`config.mk`:
```
export PLATFORM = sky130hd
export DESIGN_NAME = fifo_wfull
export DESIGN_NICKNAME = d
export VERILOG_FILES = /design/src/rtl/fifo_pkg.sv /design/src/rtl/fifo_gray2bin.sv /design/src/rtl/fifo_wfull.sv
export SDC_FILE = /design/constraint.sdc
export NUM_CORES = 1
export LEC_CHECK = 0
export CELL_PAD_IN_SITES_DETAIL_PLACEMENT = 1
export CELL_PAD_IN_SITES_GLOBAL_PLACEMENT = 2
export CORE_UTILIZATION = 25
export CTS_BUF_LIST = sky130_fd_sc_hd__clkbuf_16
export CTS_CLUSTER_SIZE = 16
export DETAILED_ROUTE_END_ITERATION = 8
export PLACE_DENSITY = 0.78
export SETUP_SLACK_MARGIN = 0.2
export SKIP_CTS_REPAIR_TIMING = 1
export SLEW_MARGIN = 20
export SYNTH_ARGS = -nofsm -noshare
export SYNTH_HDL_FRONTEND = slang
export SYNTH_SLANG_ARGS = --single-unit
```
`constraint.sdc`:
```
create_clock -name w_clk -period 4.4 [get_ports w_clk]
set_input_delay 0.88 -clock w_clk [delete_from_list [all_inputs] [get_ports w_clk]]
set_output_delay 0.88 -clock w_clk [all_outputs]
set_load 0.01 [all_outputs]
```
`src/rtl/fifo_pkg.sv`:
```
// Shared helpers for the asynchronous FIFO blocks: address-width derivation,
// Gray/binary conversion and the full-compare target used by the write side.
// Helpers operate on MAXW-bit vectors; callers size-cast to their own width.
package fifo_pkg;

   localparam int unsigned MAXW = 32;

   // Address width for a power-of-two depth
   function automatic int unsigned calc_aw(input int unsigned depth);
      return $clog2(depth);
   endfunction

   // Binary to Gray; upper bits above the caller's width must be zero
   function automatic logic [MAXW-1:0] bin2gray(input logic [MAXW-1:0] b);
      return b ^ (b >> 1);
   endfunction

   // Gray to binary over the low w bits (XOR prefix from the MSB down)
   function automatic logic [MAXW-1:0] gray2bin(input logic [MAXW-1:0] g,
                                                input int unsigned     w);
      logic [MAXW-1:0] b;
      logic            acc;
      b   = '0;
      acc = 1'b0;
      for (int unsigned k = 0; k < w; k++) begin
         acc          = acc ^ g[w-1-k];
         b[w-1-k]     = acc;
      end
      return b;
   endfunction

   // Gray pointer one full lap ahead of g: top two bits (aw, aw-1) inverted
   function automatic logic [MAXW-1:0] full_cmp(input logic [MAXW-1:0] g,
                                                input int unsigned     aw);
      return g ^ (MAXW'(3) << (aw - 1));
   endfunction

endpackage

```
`src/rtl/fifo_gray2bin.sv`:
```
// Combinational Gray-to-binary converter (XOR prefix), shared by both FIFO sides.
module fifo_gray2bin #(
   parameter int unsigned W = 5
) (
   input  logic [W-1:0] i_gray,
   output logic [W-1:0] o_bin
);

   // Each binary bit is the XOR of all Gray bits at or above it
   always_comb begin
      o_bin = '0;
      for (int unsigned i = 0; i < W; i++) begin
         o_bin[i] = ^(i_gray >> i);
      end
   end

endmodule

```
`src/rtl/fifo_wfull.sv`:
```
// Write-side pointer, full/almost-full and sticky overflow generator for the
// asynchronous FIFO; runs entirely in the w_clk domain.
// Optional fill-level logic (wlevel, almost_full) is built under FIFO_WLEVEL_EN;
// without it those outputs are tied 0.
module fifo_wfull
   import fifo_pkg::*;
#(
   parameter  int WIDTH     = 8,
   parameter  int DEPTH     = 16,
   parameter  int AF_MARGIN = 2,
   localparam int AW        = calc_aw(DEPTH)
) (
   input  logic          w_clk,
   input  logic          rst_n,
   input  logic          wr_rq,
   input  logic          ovf_clr,
   input  logic [AW:0]   wsync_ptr2,
   output logic          wr_en,
   output logic [AW-1:0] waddr,
   output logic [AW:0]   wptr,
   output logic          full,
   output logic          almost_full,
   output logic [AW:0]   wlevel,
   output logic          overflow
);

   localparam int PW = AW + 1;

   logic [AW:0] r_bin;
   logic [AW:0] r_wptr;
   logic        r_full;
   logic        r_ovf;

   logic [AW:0] w_bnext;
   logic [AW:0] w_gnext;
   logic        w_fulln;
   logic        w_unused;

   // WIDTH is carried for a common parameter list only
   assign w_unused = ^{WIDTH[0], AF_MARGIN[0]};

   // rst_n gate keeps the RAM from writing while reset is held
   assign wr_en   = wr_rq & ~r_full & rst_n;
   assign w_bnext = r_bin + PW'(wr_en);
   assign w_gnext = PW'(bin2gray(MAXW'(w_bnext)));
   assign w_fulln = (w_gnext == PW'(full_cmp(MAXW'(wsync_ptr2), AW)));

   // Pointer, full and sticky overflow registers (set wins over clear)
   always_ff @(posedge w_clk or negedge rst_n) begin
      if (!rst_n) begin
         r_bin  <= '0;
         r_wptr <= '0;
         r_full <= 1'b0;
         r_ovf  <= 1'b0;
      end else begin
         r_bin  <= w_bnext;
         r_wptr <= w_gnext;
         r_full <= w_fulln;
         if (wr_rq && r_full)
            r_ovf <= 1'b1;
         else if (ovf_clr)
            r_ovf <= 1'b0;
      end
   end

   assign waddr    = r_bin[AW-1:0];
   assign wptr     = r_wptr;
   assign full     = r_full;
   assign overflow = r_ovf;

`ifdef FIFO_WLEVEL_EN
   logic [AW:0] w_rbin;
   logic [AW:0] w_leveln;
   logic        w_afn;
   logic [AW:0] r_level;
   logic        r_af;

   fifo_gray2bin #(.W(PW)) u_g2b (
      .i_gray (wsync_ptr2),
      .o_bin  (w_rbin)
   );

   assign w_leveln = w_bnext - w_rbin;
   assign w_afn    = (w_leveln >= PW'(DEPTH - AF_MARGIN));

   // Pessimistic fill level and almost-full against the stale read pointer
   always_ff @(posedge w_clk or negedge rst_n) begin
      if (!rst_n) begin
         r_level <= '0;
         r_af    <= 1'b0;
      end else begin
         r_level <= w_leveln;
         r_af    <= w_afn;
      end
   end

   assign wlevel      = r_level;
   assign almost_full = r_af;
`else
   assign wlevel      = '0;
   assign almost_full = 1'b0;
`endif

endmodule

```
# After elaboration in Yosys (flattened, before gate mapping)

Index checks and enable logic that the tools add are counted.
W data, S select, Z words.

Add/subtract/negate cells: 1
Reduce and logical (&&, ||, !) cells: 2
Bitwise logic cells: 5
Equal/unequal tests: 1
Multiplexer cells: 2

Operators by type and width:

| operator            | count |
|---|---|
| $add A5 B1 Y5       | 1 |
| $eq A5 B5 Y1        | 1 |
| $xor A5 B4 Y5       | 1 |
| $and A1 B1 Y1       | 2 |
| $mux W1             | 2 |
| $not A2 Y2          | 1 |
| $reduce_bool A2 Y1  | 1 |
| $logic_and A1 B1 Y1 | 1 |
| $not A1 Y1          | 1 |

Word-level logic and storage cells: 15
Bits of input ports: 9
Flip-flop bits (word level): 12

# Longest topological paths before layout

Gate-level depths: netlist of run 1.

Depth after elaboration: 6
Mapped depth: 8

# Least setup slack after synthesis of run 1

No wires, ideal clock.

Kind: input port to flip-flop
From: in rst_n
To: reg r_full (netlist: full)
Data arrival time: 2.471 ns
Setup slack: 1.852 ns
Buffers on the path: 0
Setup time: 0.077 ns
Cell stages on the path: 8
Data required time: 4.323 ns
Path through: nand2_1 -> nor2_1 -> ha_1 -> ha_1 -> and4b_1 -> o21a_1 -> or3_1 -> a21oi_1

Longest elaborated chain between the ends: 4

Ends and longest elaborated chain:

| item                 | RTL line         | text |
|---|---|---|
| from (decl)          | fifo_wfull.sv:14 | `input logic rst_n,` |
| $and A1 B1 Y1        | fifo_wfull.sv:43 | `assign wr_en = wr_rq & ~r_full & rst_n;` |
| via wr_en            | fifo_wfull.sv:18 | `output logic wr_en,` |
| $add A5 B1 Y5        | fifo_wfull.sv:44 | `assign w_bnext = r_bin + PW'(wr_en);` |
| $xor A5 B4 Y5        | fifo_pkg.sv:15   | `return b ^ (b >> 1);` |
| $eq A5 B5 Y1         | fifo_wfull.sv:46 | `assign w_fulln = (w_gnext == PW'(full_cmp(MAXW'(wsync_ptr2), AW)));` |
| via w_fulln          | fifo_wfull.sv:36 | `logic w_fulln;` |
| to (signal assigned) | fifo_wfull.sv:58 | `r_full <= w_fulln;` |
| to (decl)            | fifo_wfull.sv:31 | `logic r_full;` |

The timed path passes the listed nets, and every way through them passes these cells.
A chain may end at the register's enable or synchronous reset.

# Worst setup path after layout of run 1

From: in rst_n
To: out wr_en

Longest elaborated chain between the ends: 1

Ends and longest elaborated chain:

| item          | RTL line |
|---|---|
| $and A1 B1 Y1 | fifo_wfull.sv:43 |
| to (decl)     | fifo_wfull.sv:18 |

Every way passes these cells.

==> summary by stage, run 1 <==
Status
The flow ran to the end, and the final reports show no timing, DRC or antenna violations.

Floorplanning
The die area is around 2600 um^2. The width of the chip is 50.9 um. After floorplanning, the core was divided into 17 placement rows.

The core region is 2230 um^2. The starting density of the core is 0.268. From bottom edge to top edge, the die measures just over 50 um.

For this design the top-level I/O count stands at 27.

Global route
Summed over all layers, the global routing overflow is 0. The overall track demand over capacity in global routing is 0.105. The initial antenna violation count is 0. The first-pass GRT wire length is 1940 um. The number of global-route vias before repair came to 430. Entering global routing, the biggest net connects 13 pins.

Synthesis
The sequential-to-total area share from yosys stat is 0.460. The leading register cell type out of synthesis is sky130_fd_sc_hd__dfrtp_1. Of the post-synthesis cell area, the dominant cell type holds 0.460.

Of the total synthesized cell area, the portion taken by XOR and XNOR cells is 0.257. By instance count, the leading cell after synthesis is sky130_fd_sc_hd__dfrtp_1. The post-synthesis instance area is 598 um^2. By count the netlist is led by sky130_fd_sc_hd__dfrtp_1, sky130_fd_sc_hd__xor2_1, sky130_fd_sc_hd__buf_4, sky130_fd_sc_hd__xnor2_1.

The cell taking the most area after synthesis is sky130_fd_sc_hd__dfrtp_1. The post-synthesis cell type count is 20. Counting flops and latches in the post-synthesis netlist gives 11. The share of cell area taken by muxes after synthesis is 0. During synthesis, Yosys emitted a total of 0 warnings.

The number of instances in the synthesized netlist is 51. The share of synthesized cell area in full adder, half adder and majority cells is 0.0418. The fraction of the mapped netlist area in compound gates is 0.0732. By area the synthesized netlist is led by sky130_fd_sc_hd__dfrtp_1, sky130_fd_sc_hd__xor2_1, sky130_fd_sc_hd__buf_4, sky130_fd_sc_hd__xnor2_1, sky130_fd_sc_hd__xnor3_4. After synthesis, the share of flip-flops with an asynchronous set or reset is 1.00.

The synthesized-area fraction occupied by and/or/nand/nor cells is 0.0795. In this run, synthesis inferred 0 flip-flops with an integrated enable. After synthesis, the largest family of logic cells by area is XOR/XNOR gates. A synthesized cell averages approximately 12 um^2.

STA
The highest clock frequency the design can meet is 311 MHz. The max-slew violation count was 0. Setup repair after global routing left no endpoint under its margin. Summed over all failing endpoints, the final setup total negative slack is 0 ps. The minimum clock period is 3220 ps. The worst setup skew after layout is slightly below 0.8 ps. Final hold analysis gives a worst-case slack of approximately 500 ps. The number of failing hold endpoints at the final stage is 0. Of the available clock period, the critical path in the final layout requires 0.731. Setup violations remaining at the end of the flow were counted as 0.

Worst setup path
Walking the worst path, the cells encountered are clkdlybuf4s50_1 > buf_4 > nand2_1 > nor2_1 > clkdlybuf4s50_1. The worst setup path is captured at a primary output. For this run, the slowest stage of the critical path takes ~570 ps. The startpoint kind of the worst setup timing path is an input pin.

The category of the most critical setup path is input pin to primary output. The cell seen most often among critical-path stages is sky130_fd_sc_hd__clkdlybuf4s50_1. The signal arrival time at the worst endpoint is 2340 ps. The critical-path cell with the highest stage delay is sky130_fd_sc_hd__clkdlybuf4s50_1. The worst reg2reg path depth is 7. Following the worst setup path forward leads to its endpoint at wr_en. The data required time of the worst path is 3520 ps.

The worst register-to-register path ends at full$_DFF_PN0_. In this run the critical register-to-register path is launched from full$_DFF_PN0_. The largest fanout of any net on the critical path is 12. The register-to-register setup slack is 2290 ps. The launch point of the critical path is rst_n.

Power and ir drop
The analysis attributes to cell leakage a power of 0.409 nW. Overall power consumption after layout is estimated at between 0.6 and 0.7 mW. The total power per unit cell area is 755 nW/um^2.

The peak ir drop on the vdd network is 0.263 mV.

Clocking
The longest clock path from root to sink contains 2 buffers. Clock-pin slew was measured on the worst setup and hold paths at 40 ps. The TritonCTS clock tree is done.

The source-to-sink clock delay at the later pin of the worst-skew pair is 230 ps. The tree built by TritonCTS fans out to 11 sinks. The tree is rooted in a sky130_fd_sc_hd__clkbuf_16. CTS built an H-tree with a depth of 1. The clock buffer count from CTS is 3.

Cells and area
At the end of the flow, the number of nets in the layout was just under 90. The fraction of final layout cells with drive strength greater than 1 is 0.0667. Fill cells in the final layout number 255. Relative to the synthesized area, the layout overhead comes to 49.4%. The diode insertion count for antenna repair is 0.

Route
The remaining design rule violation count is 0. The total wirelength of the detailed-routed design is around 1200 um. The detailed-route vias per instance is between 4 and 5. The vias after detailed routing is 430. For this run, the detailed router's first-pass iteration total came to 4. For this block, the initial DRC count from the detailed router was 2. In this run the remaining antenna-violating nets after routing total 0. The routed length per instance is 11.6 um.

Min path
The path category of the worst min-delay check is flip-flop to flip-flop. Along the worst hold path, the cell count comes to 2.

Flow run
The max-capacitance violation count is 0.

Place
The number of buffer cells added on primary ports is 20. The final weighted congestion of routability-driven global placement is 0.672. The HPWL after detailed placement is 911 um.
-- power by group --
part / switching, mW / internal, mW
Clock: 0.0418 / 0.119
Sequential: 0.0449 / 0.151
Combinational: 0.136 / 0.182
Total: 0.223 / 0.452
-- registers in the layout, indices dropped and copies added, names as in the netlist --
signal / flops
full: 1
wptr: 4
overflow: 1
r_bin: 5
-- per-stage QoR --
stage	cell area (um^2)	instances	setup WS, ps	utilization
2_1_floorplan	617	56	1850	-
3_3_place_gp	815	99	1180	0.365
3_5_place_dp	815	99	1080	0.365
4_1_cts	893	103	1180	0.400
5_1_grt	893	103	1130	0.400
6_report	893	103	1180	0.400
-- worst max-delay path: cells and delay by family --
kind / cells / cell delay [ps]
buf+inv: 3 / 1220
simple gates: 2 / 230
-- worst min-delay path by stage --
stage,start,endpoint,slack [ps]
after detailed placement,full$_DFF_PN0_,overflow$_DFFE_PN0P_,510
after floorplan,full$_DFF_PN0_,overflow$_DFFE_PN0P_,530
after CTS,full$_DFF_PN0_,overflow$_DFFE_PN0P_,510
after global placement,full$_DFF_PN0_,overflow$_DFFE_PN0P_,510
after global routing,full$_DFF_PN0_,overflow$_DFFE_PN0P_,570
final,full$_DFF_PN0_,overflow$_DFFE_PN0P_,510
-- cells in the final DEF (no fill, tap or decap), types with 2 or more instances in the layout --
cell type / Yosys / final
sky130_fd_sc_hd__clkdlybuf4s50_1: 0 / 20
sky130_fd_sc_hd__dfrtp_1: 11 / 11
sky130_fd_sc_hd__xor2_1: 8 / 8
sky130_fd_sc_hd__conb_1: 1 / 6
sky130_fd_sc_hd__xnor2_1: 4 / 4
sky130_fd_sc_hd__clkbuf_16: 0 / 3
sky130_fd_sc_hd__a21boi_0: 2 / 2
sky130_fd_sc_hd__nor2_1: 2 / 2
sky130_fd_sc_hd__nand3_1: 2 / 2
sky130_fd_sc_hd__nand2_1: 2 / 2
sky130_fd_sc_hd__o21ai_0: 2 / 2
sky130_fd_sc_hd__inv_1: 1 / 2
sky130_fd_sc_hd__ha_1: 2 / 2
-- layout make-up --
class / instances / area (um^2) / area share
Timing Repair Buffer: 21 / 208 / 0.232
Tap cell: 28 / 35.0 / 0.0392
Sequential cell: 11 / 275 / 0.308
Multi-Input combinational cell: 38 / 293 / 0.328
Clock buffer: 3 / 75.1 / 0.0840
Clock inverter: 1 / 3.75 / 0.00420
Inverter: 1 / 3.75 / 0.00420
-- kinds of logic (layout without fill, tap and decap cells) --
logic type / count (synthesis) / after routing
xor gates and xnor gates: 14 / 14
adders and majority gates: 2 / 2
and+or+nand+nor: 9 / 9
buffers and inverters: 7 / 26
AOI/OAI and AO/OA: 7 / 7
DFF: 11 / 11
other: 1 / 6
-- routing by layer --
layer / vias to the layer above / global-route usage / routed length, um
li1: 209 / - / -
met1: 198 / 0.124 / 569
met2: 21 / 0.164 / 525
met3: 2 / 0.0476 / 92
met4: 0 / 0.0417 / 10
met5: - / 0 / 0
Note: power is estimated with default switching activity, not from simulation.
==> inputs of run 2 (changes only) <==
- CORE_UTILIZATION: 25 -> 24
- PLACE_DENSITY: 0.78 -> 0.75
- clock period: 4.4 -> 3.3 ns (I/O delays scaled with it)
==> run 2 against run 1 <==
Die area rose by 4.0%. Non-clock buffer count did not move. Critical path type is now input pin to flip-flop. Clock skew rose by 2.3 ps. Sequential share of layout area barely moved. Worst setup slack got worse by 620 ps. Utilization fell by 0.69 points. Via count rose by 0.70%. Largest power group unchanged. Sequential power rose by 33%. Largest cell class unchanged.
==> summary by stage, run 2 (same netlist as run 1, synthesis figures left out) <==
Status
The run finished with clean final reports.

Worst setup path
The critical register-to-register path startpoint is full$_DFF_PN0_. Measured in cells, the most critical reg-to-reg path has a length of 7. The worst setup path is captured at a flip-flop. The worst setup path is launched from an input pin.

For flop-to-flop paths, the worst setup slack is about 1100 ps. The category of the most critical setup path is input pin to flip-flop. The signal arrival time at the worst endpoint is between 2000 and 3000 ps. The largest fanout of any net on the critical path is 6.

At the worst endpoint, the required time is between 3000 and 4000 ps. In this run the critical register-to-register path is captured at full$_DFF_PN0_.

Route
After detailed routing, the number of remaining DRC violations is 0. The count of nets left with antenna violations once routing finished came out at 0. The vias after detailed routing is 433.

In this run, the number of DRC markers left after iteration 0 of detailed routing was 6. The length of the first detailed-routing pass in iterations is 4. The total wirelength of the detailed-routed design is 1260 um. The detailed-route vias per instance is 4.20. Dividing the detail-routed wire length by the instance count gives 12.3 um.

STA
Hold is met by about 530 ps. The highest clock frequency the design can meet is 365 MHz. The number of failing hold endpoints at the final stage came to 0. Setup repair after global routing left no endpoint under its margin.

The max-slew violation count is 0. In the finished design, the share of the clock period the worst path needs comes to 0.830. The smallest clock period supported by the final layout is computed as 2740 ps.

Setup violations remaining at the end of the flow were counted as 0. In the final timing run, aggregate negative setup slack is 0 ps. The worst setup skew after layout is 3.14 ps.

The smallest setup slack after layout is around 560 ps.

Clocking
The tree is rooted in a sky130_fd_sc_hd__clkbuf_16. The source-to-sink clock delay at the later pin of the worst-skew pair is 240 ps. The longest clock path from root to sink contains 2 buffers. Clock tree synthesis inserted a total of 3 buffers. Clock tree synthesis found a total of 11 sinks.

After clock tree synthesis, the clock-pin slew on the worst setup and hold paths is 40 ps. The H-tree depth reported by CTS is 1. The TritonCTS clock tree is done.

Floorplanning
The y dimension of the die is between 50 and 60 um. The site row count is 17. The width of the chip is 51.9 um. 27 I/O pins were placed. The die area is ~2700 um^2. The starting density of the core is 0.263. The total core area is 2280 um^2.

Min path
Along the worst hold path, the cell count comes to 2. The worst hold path belongs to the class flip-flop to flip-flop. The worst hold path endpoint is overflow$_DFFE_PN0P_. The start point of the worst min-delay path is full$_DFF_PN0_.

Global route
The initial antenna violation count is 0. In the global route stage, met3 resource usage came out at 0.0292. The total congestion overflow is 0.

The overall track demand over capacity in global routing is 0.111. The first global-routing pass estimated 2050 um of wire. For this run, global-route usage on met2 was measured as 0.182. The met1 capacity usage during global routing is 0.122.

The pin count of the biggest net entering global routing is 12. The most heavily used metal layer in global routing is met2. The number of global-route vias before repair is 415.

Cells and area
The fraction of final layout cells with drive strength greater than 1 is 0.0800. The area growth from synthesis to layout is 49.6%. The flip-flop count of the largest register, all copies and words added is 5. The final core area utilization is 0.393.

Once layout is done, the placed cells without fillers occupy 895 um^2. Leaving out fill and tap cells, the most frequent cell in the layout is sky130_fd_sc_hd__clkdlybuf4s50_1. Ranked by flip-flop count, first place goes to r_bin. The library cells used most frequently in the layout, excluding fill and tap cells, are sky130_fd_sc_hd__clkdlybuf4s50_1, sky130_fd_sc_hd__dfrtp_1, sky130_fd_sc_hd__xor2_1, sky130_fd_sc_hd__conb_1, sky130_fd_sc_hd__xnor2_1. The net total in the final layout is 87. The diode insertion count for antenna repair is 0.

Place
The number of buffer cells added on primary ports is 20. The area of placed instances is between 800 and 900 um^2. The congestion estimate from routability-driven global placement came to between 0.6 and 0.7. At the placement stage, the worst setup path has a slack of 320 ps. Detailed placement finished with a half-perimeter wire length of 956 um.

Power and ir drop
The total power per unit cell area is 1010 nW/um^2. VDD sags by at most 0.378 mV. The reported leakage power is ~0.41 nW.

Flow run
The max-capacitance violation count is 0.
[run 2: changes by cell type in the layout (fill, tap and decap cells not counted), sizes merged]
cell	change
clkinv	+1
inv	-1
[run 2: how the worst max path moves through the flow]
stage | endpoint | startpoint | slack (ps)
floorplan | full$_DFF_PN0_ | rst_n | 970
global placement | full$_DFF_PN0_ | rst_n | 440
detailed placement | full$_DFF_PN0_ | rst_n | 320
CTS | full$_DFF_PN0_ | rst_n | 540
global route | full$_DFF_PN0_ | rst_n | 410
finish | full$_DFF_PN0_ | rst_n | 560
[run 2: final cells by class]
type,instances,area [um^2]
Sequential cell,11,275
Clock inverter,1,5.00
Clock buffer,3,75.1
Fill cell,253,1380
Inverter,1,3.75
Timing Repair Buffer,21,208
Tap cell,28,35.0
Multi-Input combinational cell,38,293
[run 2: layer usage]
| layer | vias up | part of all wire |
|---|---|---|
| li1 | 205 | - |
| met1 | 205 | 0.43 |
| met5 | - | 0 |
| met3 | 2 | 0.070 |
| met2 | 21 | 0.48 |
| met4 | 0 | 0.021 |
[run 2: through the flow]
| step | instances | power [mW] |
|---|---|---|
| final | 103 | 0.904 |
| after global routing | 103 | 0.965 |
| after CTS | 103 | 0.912 |
| after detailed placement | 99 | 0.688 |
| after global placement | 99 | 0.680 |
| after floorplan | 56 | 0.503 |
[run 2: where the power goes]
group | switching, mW | internal (mW)
registers | 0.0602 | 0.201
logic | 0.181 | 0.243
clock network | 0.0586 | 0.160
[run 2: critical path: stages]
cell and delay [ps]:
sky130_fd_sc_hd__clkdlybuf4s50_1 490, sky130_fd_sc_hd__nand2_1 60, sky130_fd_sc_hd__nor2_1 150, sky130_fd_sc_hd__ha_1 300
sky130_fd_sc_hd__ha_1 280, sky130_fd_sc_hd__and4b_1 220, sky130_fd_sc_hd__o21a_1 200, sky130_fd_sc_hd__or3_1 370
sky130_fd_sc_hd__a21oi_1 160
==> variant 1: new RTL, flow settings as in run 2 <==
`DEPTH`: 16 -> 32.
--- a/src/rtl/fifo_wfull.sv
+++ b/src/rtl/fifo_wfull.sv
@@ -7,5 +7,5 @@
 #(
    parameter  int WIDTH     = 8,
-   parameter  int DEPTH     = 16,
+   parameter  int DEPTH     = 32,
    parameter  int AF_MARGIN = 2,
    localparam int AW        = calc_aw(DEPTH)
Interface: changed (resized waddr, wlevel, wptr and wsync_ptr2); port bits go from 27 to 31. No check against the original RTL was run, so the function may have changed too.
==> variant 1 against run 2 <==
The run now ends with design-rule violations left; worst hold slack better by 12 ps; wire length up 19%; area after synthesis up 21%; critical path depth up 1; combinational power up 9.7%; non-clock buffer count up 3; sequential power up 15%; cell area up 16%; sequential cell count up 2; setup slack worse by 64 ps; utilization down 2.3 points; clock skew about the same; power up 9.0%.
==> variant 1: results (changes against run 2) <==
\begin{tabular}{lr}
\hline
Metric & Value \\
\hline
\multicolumn{2}{l}{\textbf{Cells and area}} \\
\quad Flip-flop count of the largest register after layout & 6 (+1) \\
\quad Largest Register & r\_bin \\
\quad Fraction of final layout cells sized beyond drive strength 1 & 6.59\% (-1.4 points) \\
\quad Net count, final & 104 (+20\%) \\
\multicolumn{2}{l}{\textbf{Routing}} \\
\quad DRC violation count after routing & 8 (+8) \\
\quad Detailed route wirelength on metal2 & 759 um (+26\%) \\
\quad Drt total wl & 1500 um (+19\%) \\
\quad Routed met1 length & 622 um (+14\%) \\
\quad Average wire length per cell after detail routing & 12.3 um (+0.19\%) \\
\quad Number of search-and-repair iterations in the first detailed-routing pass & 6 (+2) \\
\quad Met3 routed WL & 108 um (+23\%) \\
\quad Number of DRC markers after the initial detailed-route iteration & 13 (+7) \\
\quad Vias/cell & 4.21 (+0.22\%) \\
\multicolumn{2}{l}{\textbf{Synth}} \\
\quad Synth unique cells & 26 (+30\%) \\
\quad Asr flop ratio synth & 100\% (unchanged) \\
\quad Top post-synthesis cells by area & dfrtp\_1 (45\%), xnor2\_1 (11\%), xor2\_1 (8.5\%), buf\_4 (7.3\%), ha\_1 (3.5\%) \\
\quad Gate count of the mapped netlist & 66 (+29\%) \\
\quad Sequential share of the synthesized area & 45.1\% (-0.89 points) \\
\quad Most frequent cells after synthesis & dfrtp\_1 (13), xnor2\_1 (9), buf\_4 (7), xor2\_1 (7), nand2\_1 (6) \\
\quad Synth warnings & 0 (unchanged) \\
\multicolumn{2}{l}{\textbf{Pwr}} \\
\quad Worst-case vdd ir drop & 228 uV (-40\%) \\
\quad Leakage & 0.463 nW (+14\%) \\
\multicolumn{2}{l}{\textbf{Critical path}} \\
\quad Worst-path maximum fanout & 6 (unchanged) \\
\quad Number of cell instances on the worst register-to-register path & 8 (+1) \\
\quad Arrival @ worst endpoint & 2950 ps (+60 ps) \\
\multicolumn{2}{l}{\textbf{Place}} \\
\quad Detailed placer's ending HPWL & 1130 um (+18\%) \\
\quad Post-DP Area & 958 um\^{}2 (+18\%) \\
\quad Pre-CTS setup slack & 209 ps (-110 ps) \\
\quad Gpl congestion & 0.759 (+13\%) \\
\quad Placed Instances & 118 (+19\%) \\
\quad Count of port buffers added during placement & 23 (+15\%) \\
\multicolumn{2}{l}{\textbf{Outcome}} \\
\quad Violations in the final reports & design-rule violations \\
\quad Outcome & finished with violations \\
\multicolumn{2}{l}{\textbf{Timing}} \\
\quad Worst setup skew after layout & 2.96 ps (-0.185 ps) \\
\multicolumn{2}{l}{\textbf{Clocking}} \\
\quad Buffer levels on the longest clock path & 2 (unchanged) \\
\quad Root buf cell & clkbuf\_16 \\
\quad Clk pin slew, worst setup/hold paths & 40 ps (about the same) \\
\multicolumn{2}{l}{\textbf{GRT}} \\
\quad Global routing usage summed across all routing layers & 10.8\% (-0.35 points) \\
\quad First-pass GRT wire length & 2480 um (+21\%) \\
\quad Largest net degree at the start of global routing & 14 (+2) \\
\quad Via count of the first global-routing pass & 546 (+32\%) \\
\hline
\end{tabular}
## variant 1: cell count changes after synthesis, sizes merged, moves of 2 or more
cell    delta
a21boi     -2
buf        +2
dfrtp      +2
inv        +2
nand2      +4
xnor2      +5
## variant 1: power by group
group / internal (mW) / leakage [nW] / switching, mW
registers: 0.231 / 0.162 / 0.0676
logic: 0.255 / 0.259 / 0.210
clock network: 0.159 / 0.0423 / 0.0620
total: 0.646 / 0.463 / 0.340
## variant 1: metal layers
metal	track usage, %	vias to the layer above
met5	0	-
met4	5.92	0
met3	3.92	2
met2	17.9	21
met1	11.9	240
li1	-	251
## variant 1: cell families (layout without fill, tap and decap cells)
group                    Yosys count  after routing  share of synthesized area (%)
AO/OA/AOI/OAI                      5              5                           4.34
XOR/XNOR                          18             18                           24.8
adder cells (fa/ha/maj)            2              2                           3.47
buffers and inverters             12             31                           10.1
flip-flops                        13             13                           45.1
multiplexers                       1              1                           1.39
other                              1              7                          0.520
AND/OR/NAND/NOR                   14             14                           10.2
## variant 1: cell type report
class / count / area, um^2
clock inverter: 1 / 3.75
fill: 330 / 1770
sequential: 13 / 325
clock buffer: 3 / 75.1
timing repair buffer: 24 / 238
tap: 31 / 38.8
inverter: 3 / 11.3
multi-input combinational: 47 / 345
## variant 1: final timing paths
kind | endpoint | slack, ps | startpoint
setup / recovery | full$_DFF_PN0_ | 500 | rst_n
hold / removal | overflow$_DFFE_PN0P_ | 540 | full$_DFF_PN0_
setup reg to reg | full$_DFF_PN0_ | 1050 | full$_DFF_PN0_
hold reg to reg | overflow$_DFFE_PN0P_ | 540 | full$_DFF_PN0_
max in group asynchronous | wptr[2]$_DFF_PN0_ | 2370 | rst_n
min in group asynchronous | overflow$_DFFE_PN0P_ | 770 | rst_n
==> variant 2: new RTL, flow settings as in run 2 <==
Made on the original files. Register the output `overflow` once more; this adds one clock of latency there. The other outputs are not delayed to match.
--- a/src/rtl/fifo_wfull.sv
+++ b/src/rtl/fifo_wfull.sv
@@ -67,5 +67,7 @@
    assign wptr     = r_wptr;
    assign full     = r_full;
-   assign overflow = r_ovf;
+   always_ff @(posedge w_clk) begin
+      overflow <= r_ovf;
+   end
 
 `ifdef FIFO_WLEVEL_EN
Formal check against the unedited RTL: not equivalent (Yosys sat finds a counterexample within 4 cycles, from zero or initial values and one cycle with rst_n low).
==> variant 2 against run 2 <==
Area after synthesis is 3.3% higher; power up 2.1%; wire length increased by 4.7%; cell count increased by 2.9%; sequential cell count up 1; setup slack improved by 25 ps; synthesized cell count up 2.0%; critical path depth did not move; cell area rose by 2.4%; count of clock-buffer cells in the layout unchanged; combinational power is essentially flat; critical path type unchanged; largest power group unchanged; highest routed layer unchanged.
==> variant 2: results (changes against run 2) <==
\begin{tabular}{lr}
\hline
Metric & Value \\
\hline
\multicolumn{2}{l}{\textbf{Outcome}} \\
\quad Outcome & finished clean \\
\multicolumn{2}{l}{\textbf{Routing}} \\
\quad Met3 routed WL & 87 um (-1.1\%) \\
\quad Via count & 441 (+1.8\%) \\
\quad Detailed route wirelength on metal2 & 640 um (+6.5\%) \\
\quad Number of DRC markers after the initial detailed-route iteration & 4 (-2) \\
\quad Number of search-and-repair iterations in the first detailed-routing pass & 2 (-2) \\
\quad Vias/cell & 4.16 (-1.0\%) \\
\quad Average wire length per cell after detail routing & 12.5 um (+1.7\%) \\
\quad Routed met1 length & 560 um (+2.4\%) \\
\multicolumn{2}{l}{\textbf{Cells and area}} \\
\quad Number of fill cells & 289 (+14\%) \\
\quad Fraction of final layout cells sized beyond drive strength 1 & 6.58\% (-1.4 points) \\
\quad Net count, final & 88 (+1.1\%) \\
\multicolumn{2}{l}{\textbf{Critical path}} \\
\quad Arrival @ worst endpoint & 2870 ps (-20 ps) \\
\multicolumn{2}{l}{\textbf{Pwr}} \\
\quad Power per cell area & 1010 nW/um\^{}2 (-0.23\%) \\
\quad Portion of total power attributed to the clock network & 23.6\% (-0.6 points) \\
\quad Leakage & 0.417 nW (+2.3\%) \\
\quad Reg power frac & 30.4\% (+1.5 points) \\
\quad Switching part of the total power & 33.0\% (-0.14 points) \\
\multicolumn{2}{l}{\textbf{Hold path}} \\
\quad Start point of the worst min-delay path & r\_ovf\$\_DFFE\_PN0P\_ \\
\quad Hold Crit Depth & 0 (-2) \\
\multicolumn{2}{l}{\textbf{Place}} \\
\quad Detailed placer's ending HPWL & 1010 um (+5.6\%) \\
\quad Gpl congestion & 0.679 (+1.6\%) \\
\quad Pre-CTS setup slack & 337 ps (+17.9 ps) \\
\quad Post-DP Area & 837 um\^{}2 (+2.8\%) \\
\quad Placed Instances & 102 (+3.0\%) \\
\multicolumn{2}{l}{\textbf{Synth}} \\
\quad Xor and xnor fraction of the mapped netlist area & 24.9\% (-0.83 points) \\
\quad Synth unique cells & 21 (+5.0\%) \\
\quad Gate count of the mapped netlist & 52 (+2.0\%) \\
\quad Top post-synthesis cells by area & dfrtp\_1 (45\%), xor2\_1 (11\%), buf\_4 (7.3\%), xnor2\_1 (5.7\%), xnor3\_4 (4.3\%) \\
\quad Asr flop ratio synth & 91.7\% (-8.3 points) \\
\quad Sequential share of the synthesized area & 47.8\% (+1.7 points) \\
\multicolumn{2}{l}{\textbf{GRT}} \\
\quad GR met2 Demand/Resource & 17.9\% (-0.23 points) \\
\quad First-pass GRT wire length & 2140 um (+4.4\%) \\
\quad Global routing usage summed across all routing layers & 11.6\% (+0.46 points) \\
\quad Routing usage on met1 & 13.5\% (+1.3 points) \\
\quad Met3 Usage GRT & 2.61\% (-0.32 points) \\
\multicolumn{2}{l}{\textbf{Timing}} \\
\quad Worst setup skew after layout & 2.46 ps (-0.677 ps) \\
\hline
\end{tabular}
## variant 2: changes by cell type after synthesis
| cell | delta |
|---|---|
| dfxtp_1 | +1 |
## variant 2: how the worst max path moves through the flow
stage          start        endpoint  slack [ps]  cells after the start
2_1_floorplan  rst_n  full$_DFF_PN0_         970                      8
3_3_place_gp   rst_n  full$_DFF_PN0_         400                      9
3_5_place_dp   rst_n  full$_DFF_PN0_         340                      9
4_1_cts        rst_n  full$_DFF_PN0_         580                      9
5_1_grt        rst_n  full$_DFF_PN0_         410                      9
6_report       rst_n  full$_DFF_PN0_         590                      9
## variant 2: final cells by class
| class | instances | area share, % |
|---|---|---|
| clock buffers | 3 | 8.20 |
| clock inverters | 1 | 0.410 |
| inverters | 1 | 0.410 |
| multi-input cells | 38 | 32.0 |
| flip-flops and latches | 12 | 32.2 |
| well taps | 30 | 4.10 |
| repair buffers | 21 | 22.7 |
